$ cat src/rtl/down_counter_pkg.sv
// Shared definitions for the loadable down-counter/timer: state encoding and default width.
// The auto-reload variant is selected with the DOWN_COUNTER_AUTO_RELOAD_EN macro.
package down_counter_pkg;

   localparam int DEFAULT_BUS_WIDTH = 8;

   typedef enum logic {
      IDLE = 1'b0,
      RUN  = 1'b1
   } state_t;

endpackage

$ cat src/rtl/down_counter_decrement.sv
// Combinational minus-one, the counterpart of the increment in the arithmetic modules.
module down_counter_decrement #(
   parameter int WIDTH = 8
) (
   input  logic [WIDTH-1:0] a,
   output logic [WIDTH-1:0] y
);

   assign y = a - {{(WIDTH-1){1'b0}}, 1'b1};

endmodule

$ cat src/rtl/down_counter.sv
// Loadable down-counter/timer: loads X on st, decrements on en, saturates at zero, pulses done.
// Define DOWN_COUNTER_AUTO_RELOAD_EN to reload the last loaded value at terminal count instead of stopping.
module down_counter
   import down_counter_pkg::*;
#(
   parameter int BUS_WIDTH = DEFAULT_BUS_WIDTH
) (
   input  logic                 clk,
   input  logic                 rst_n,
   input  logic                 st,
   input  logic [BUS_WIDTH-1:0] X,
   input  logic                 en,
   output logic [BUS_WIDTH-1:0] o,
   output logic                 busy,
   output logic                 zero,
   output logic                 done
);

   localparam logic [BUS_WIDTH-1:0] ONE = {{(BUS_WIDTH-1){1'b0}}, 1'b1};

   // Handshake: st and en are level-sampled at posedge; st always wins over en and terminal count.
   state_t               state;
   logic [BUS_WIDTH-1:0] o_dec;
   logic                 load_nonzero;

`ifdef DOWN_COUNTER_AUTO_RELOAD_EN
   logic [BUS_WIDTH-1:0] reload;
`endif

   down_counter_decrement #(
      .WIDTH(BUS_WIDTH)
   ) u_dec (
      .a(o),
      .y(o_dec)
   );

   assign load_nonzero = (X != '0);
   assign zero         = (o == '0);

   always_ff @(posedge clk or negedge rst_n) begin
      if (!rst_n) begin
         state <= IDLE;
         o     <= '0;
         busy  <= 1'b0;
         done  <= 1'b0;
`ifdef DOWN_COUNTER_AUTO_RELOAD_EN
         reload <= '0;
`endif
      end else begin
         done <= 1'b0;
         if (st) begin
            o <= X;
`ifdef DOWN_COUNTER_AUTO_RELOAD_EN
            reload <= X;
`endif
            if (load_nonzero) begin
               state <= RUN;
               busy  <= 1'b1;
            end else begin
               state <= IDLE;
               busy  <= 1'b0;
            end
         end else if (state == RUN && en) begin
            if (o == ONE) begin
               done <= 1'b1;
`ifdef DOWN_COUNTER_AUTO_RELOAD_EN
               // Reload is never zero while in RUN, so the period restarts cleanly.
               o <= reload;
`else
               o     <= '0;
               state <= IDLE;
               busy  <= 1'b0;
`endif
            end else if (o != '0) begin
               o <= o_dec;
            end
         end
      end
   end

endmodule

$ cat config.mk
export PLATFORM = sky130hd
export DESIGN_NAME = down_counter
export DESIGN_NICKNAME = d
export VERILOG_FILES = /design/src/rtl/down_counter_pkg.sv /design/src/rtl/down_counter_decrement.sv /design/src/rtl/down_counter.sv
export SDC_FILE = /design/constraint.sdc
export NUM_CORES = 1
export LEC_CHECK = 0
export CORE_AREA = 3 3 42 44
export DETAILED_ROUTE_END_ITERATION = 10
export DIE_AREA = 0 0 45 47
export GPL_ROUTABILITY_DRIVEN = 0
export PLACE_DENSITY = 0.78
export SYNTH_ARGS = -nofsm -noshare
export SYNTH_HDL_FRONTEND = slang
export SYNTH_HIERARCHICAL = 1
export SYNTH_SLANG_ARGS = --single-unit
$ cat constraint.sdc
create_clock -name clk -period 3.3 [get_ports clk]
set_input_delay 0.33 -clock clk [delete_from_list [all_inputs] [get_ports clk]]
set_output_delay 0.33 -clock clk [all_outputs]
set_load 0.005 [all_outputs]
Word-level counts from Yosys, hierarchy flattened
Index checks and enable logic that the tools add are counted.
{"block": "word_totals", "in_bits": 12, "regBits": 10, "out_inout_bits": 11}
{"block": "op_classes", "n_reduce_logical": 9, "add_sub_neg": 1, "eq_ne": 1, "n_mux": 11}
{"cell": "$mux 8", "count": 4}
{"cell": "$reduce_bool 8->1", "count": 2}
{"cell": "$eq 8x1->1 const B", "count": 1}
{"cell": "$logic_not 8->1", "count": 1}
{"cell": "$sub 8x1->8 const B", "count": 1}
{"cell": "$mux 1", "count": 7}
{"cell": "$reduce_and 2->1", "count": 2}
{"cell": "$reduce_bool 2->1", "count": 2}
{"cell": "$reduce_bool 3->1", "count": 1}
{"cell": "$logic_and 1x1->1", "count": 1}

Longest topological paths before layout
{"block": "logic_depth", "word_depth": 5, "ltp_mapped": 7, "ltp_nobuf": 7}

Modules after synthesis
Netlist, hierarchy kept.
{"module": "down_counter", "cells_per_inst": 43, "seq_area_each_um2": 250.2, "area_each_um2": 530.5, "instances": 1}
{"module": "down_counter_decrement", "cells_per_inst": 18, "seq_area_each_um2": 0.0, "area_each_um2": 146.4, "instances": 1}

Least setup slack after synthesis
No wires, ideal clock.
{"block": "synth_path", "kind": "flip-flop to flip-flop", "from": "register o[5]", "to": "register o[1]", "path_buffers": 0, "stages_incl_launch_ff": 5, "setup_ps": 125, "arrival_time_ps": 1536, "required_time_ps": 3175, "path_slack_ps": 1640, "path_cell_list": "dfrtp_1 -> nor4_4 -> a31oi_1 -> nor2_4 -> mux2_2"}
{"block": "synth_via", "elab_chain_cells": 4, "word_cells_on_any_way": 7}
{"item": "from (decl)", "line_no": "down_counter.sv:13", "rtl": "output logic [BUS_WIDTH-1:0] o,"}
{"item": "from (signal assigned)", "line_no": "down_counter.sv:43", "rtl": "o <= '0;"}
{"item": "from (signal assigned)", "line_no": "down_counter.sv:52", "rtl": "o <= X;"}
{"item": "from (signal assigned)", "line_no": "down_counter.sv:70", "rtl": "o <= '0;"}
{"item": "$eq 8x1->1", "line_no": "down_counter.sv:64", "rtl": "if (o == ONE) begin"}
{"item": "$mux 8", "line_no": "down_counter.sv:64"}
{"item": "$mux 8", "line_no": "down_counter.sv:63", "rtl": "end else if (state == RUN && en) begin"}
{"item": "$mux 8", "line_no": "down_counter.sv:51", "rtl": "if (st) begin"}
Several ways; a longest one is shown, not always the timed one. The select of a mux whose other input is x is not followed.
A chain may end at the register's enable or synchronous reset.

Worst setup path in the final report
{"block": "layout_path", "from": "register o[5]", "to": "output zero"}
{"block": "layout_via", "elab_chain_cells": 1}
{"item": "$logic_not 8->1", "line_no": "down_counter.sv:38", "rtl": "assign zero = (o == '0);"}
{"item": "to (decl)", "line_no": "down_counter.sv:15", "rtl": "output logic zero,"}
Every way passes these cells.

==> results.sh <==
export IMPL_status="completed"
export IMPL_clock_skew_ps=6.98
export IMPL_start_util=0.460
export IMPL_first_pass_iters=4
export IMPL_critical_path_startpoint="o[5]$_DFFE_PN0P_"
export IMPL_dp_cells=98
export IMPL_insertion_delay_ps=270
export IMPL_fin_area_um2=950
export IMPL_cp_endpoint="zero"
export IMPL_synth_nets=74
export IMPL_syn_to_final_growth_pct=40.3
export IMPL_drt_iter0_drc=4
export IMPL_cts_buffer_depth=2
export IMPL_port_buffers=22
export IMPL_synth_cell_types=24
export IMPL_dp_hpwl_um=1170
export IMPL_die_w_um=45
export IMPL_cts_root_buffer="clkbuf_4"
export IMPL_final_setup_viol_count=0
export IMPL_yosysTopAreaCell="dfrtp_1"
export IMPL_fin_crit_sh=0.667
export IMPL_vdd_ir_drop_max_mv=0.423
export IMPL_synth_seq_cells=10
export IMPL_cts_buffers=3
export IMPL_drive_gt1_frac=0.221
export IMPL_cellLeakagePower_nw=0.396
export IMPL_synth_top_area_frac=0.370
export IMPL_ant_nets=0
export IMPL_grt_pass1_wl_um=2530
export IMPL_rows=14
export IMPL_grt_util_all_layers=0.167
export IMPL_final_hold_violation_count=0
export IMPL_crit_required_ps=2970
export IMPL_layout_min_cycle_time_ps=2200
export IMPL_vias_per_cell=5.66
export IMPL_end_kind="primary output"
export IMPL_antenna_found_initial=0
export IMPL_rsz0062_at_grt="false"
export IMPL_grt_ovfl_total=0
export IMPL_grt_max_degree=14
export IMPL_dieArea_um2=2120
export IMPL_avgSynthCellArea_um2=11.1
export IMPL_seq_area_frac_synth=0.370
export IMPL_fmax_mhz=455
export IMPL_cts_sinks=10
export IMPL_placed_cell_area_um2=913
export IMPL_slew_headroom=0.667
export IMPL_maxCapViolCount=0
export IMPL_critPathLaunchType="flip-flop"
export IMPL_post_cts_repair_setup_buffers=0
export IMPL_die_h_um=47
export IMPL_critical_path_class="reg -> out"
export IMPL_core_area_um2=1470
export IMPL_setup_slack_ps=1100
export IMPL_synth_cells=61
export IMPL_r2r_start="o[5]$_DFFE_PN0P_"
export IMPL_reg2regPathDepth=4
export IMPL_drc=0
export IMPL_synthesis_area_um2=677
export IMPL_synthTopCellsByArea="dfrtp_1, mux2_2, a22o_1, nor4_4, xor2_1"
export IMPL_r2r_end="o[3]$_DFFE_PN0P_"
export IMPL_timing_setup_tns_ps=0
export IMPL_fin_nets=100
export IMPL_critical_path_max_fanout=6
export IMPL_io_pins=23
export IMPL_wl_um=1530
export IMPL_rrSetupSlack_ps=1460
export IMPL_hold_class="in -> async"
export IMPL_path_clk_slew_ps=70
export IMPL_ctsResizeCount=0
export IMPL_worst_slew_pin_slew_ps=498
export IMPL_yosys_warnings=6
export IMPL_final_cells=102
export IMPL_cellPowerDensity_nw_per_um2=585
export IMPL_cp_arrival_ps=1870
export IMPL_drv_slew=0
export IMPL_cts_max_level=1
export IMPL_grt_pass1_vias=548
export IMPL_cts_tree="built"
export IMPL_hold_buffers=0
export IMPL_wl_per_cell_um=15.0
export IMPL_num_vias=577
export IMPL_dp_slack_ps=1380
export IMPL_n_antenna_cell=0
export IMPL_nFillCells=128
[final cells by class]
type | instances | area [um2] | area share
multi-input combinational | 45 | 404 | 0.426
sequential | 10 | 250 | 0.264
timing repair buffer | 22 | 220 | 0.232
clock buffer | 4 | 36.3 | 0.0382
tap | 16 | 20.0 | 0.0211
inverter | 5 | 18.8 | 0.0198
[cell usage after synthesis]
cell type / count
dfrtp_1: 10
a22o_1: 7
mux2_2: 7
inv_1: 5
xor2_1: 4
nor2_1: 3
o21ai_1: 3
nand2_1: 2
nor3_2: 2
nor4_4: 2
or4_1: 2
xnor2_1: 2
a22oi_1: 1
a31oi_1: 1
a31oi_2: 1
and3_1: 1
clkbuf_1: 1
ha_1: 1
mux2i_1: 1
nand2b_4: 1
nand3_1: 1
nand3_2: 1
nor2_4: 1
nor3_1: 1
[kinds of logic after synthesis]
group	synth area share
flops	0.370
mux	0.131
fa+ha+maj	0.0185
compound gates	0.152
simple gates	0.218
buf+inv	0.0333
xor+xnor	0.0776
[per-layer routing]
| metal | vias up | GRT usage | share of wire |
|---|---|---|---|
| met5 | - | 0 | 0 |
| met4 | 0 | 0.0702 | 0.014 |
| met3 | 2 | 0.0268 | 0.074 |
| met2 | 29 | 0.251 | 0.46 |
| met1 | 270 | 0.237 | 0.45 |
| li1 | 276 | - | - |
[worst min path at each step]
| stage | startpoint | endpoint | slack (ps) | cells after the start |
|---|---|---|---|---|
| floorplan | rst_n | done$_DFF_PN0_ | 30 | 0 |
| detailed placement | state$_DFFE_PN0P_ | done$_DFF_PN0_ | 570 | 2 |
| CTS | rst_n | o[0]$_DFFE_PN0P_ | 390 | 1 |
| global route | rst_n | state$_DFFE_PN0P_ | 400 | 1 |
| global placement | state$_DFFE_PN0P_ | done$_DFF_PN0_ | 560 | 2 |
| finish | rst_n | o[0]$_DFFE_PN0P_ | 370 | 1 |
[worst max-delay path: stages (launching register included)]
cell	delay (ps)
dfrtp_1	480
nor4_4	410
and3_1	210
clkdlybuf4s50_1	500
[sequential cells by signal, indices dropped and copies added (netlist names)]
register	count
o	8
state	1
done	1
[layout by cell type, fill, tap and decap left out, drive strengths merged, types with 3 or more instances in the layout]
| cell type | n |
|---|---|
| nor2 | 4 |
| dfrtp | 10 |
| clkbuf | 4 |
| inv | 5 |
| nor3 | 3 |
| o21ai | 3 |
| a22o | 7 |
| xor2 | 4 |
| mux2 | 7 |
| clkdlybuf4s50 | 22 |
[where the power goes]
group / internal (mW) / switching [mW]
combinational: 0.141 / 0.0885
clock: 0.0671 / 0.0467
sequential: 0.151 / 0.0621
[stage by stage]
step / power, mW / utilization / hold WS [ps]
6_report: 0.556 / 0.645 / 373
5_1_grt: 0.593 / 0.645 / 401
4_1_cts: 0.558 / 0.645 / 390
3_5_place_dp: 0.444 / 0.621 / 569
3_3_place_gp: 0.439 / 0.621 / 556
2_1_floorplan: 0.340 / - / 34.4
Power figures use the tool's default switching activity.
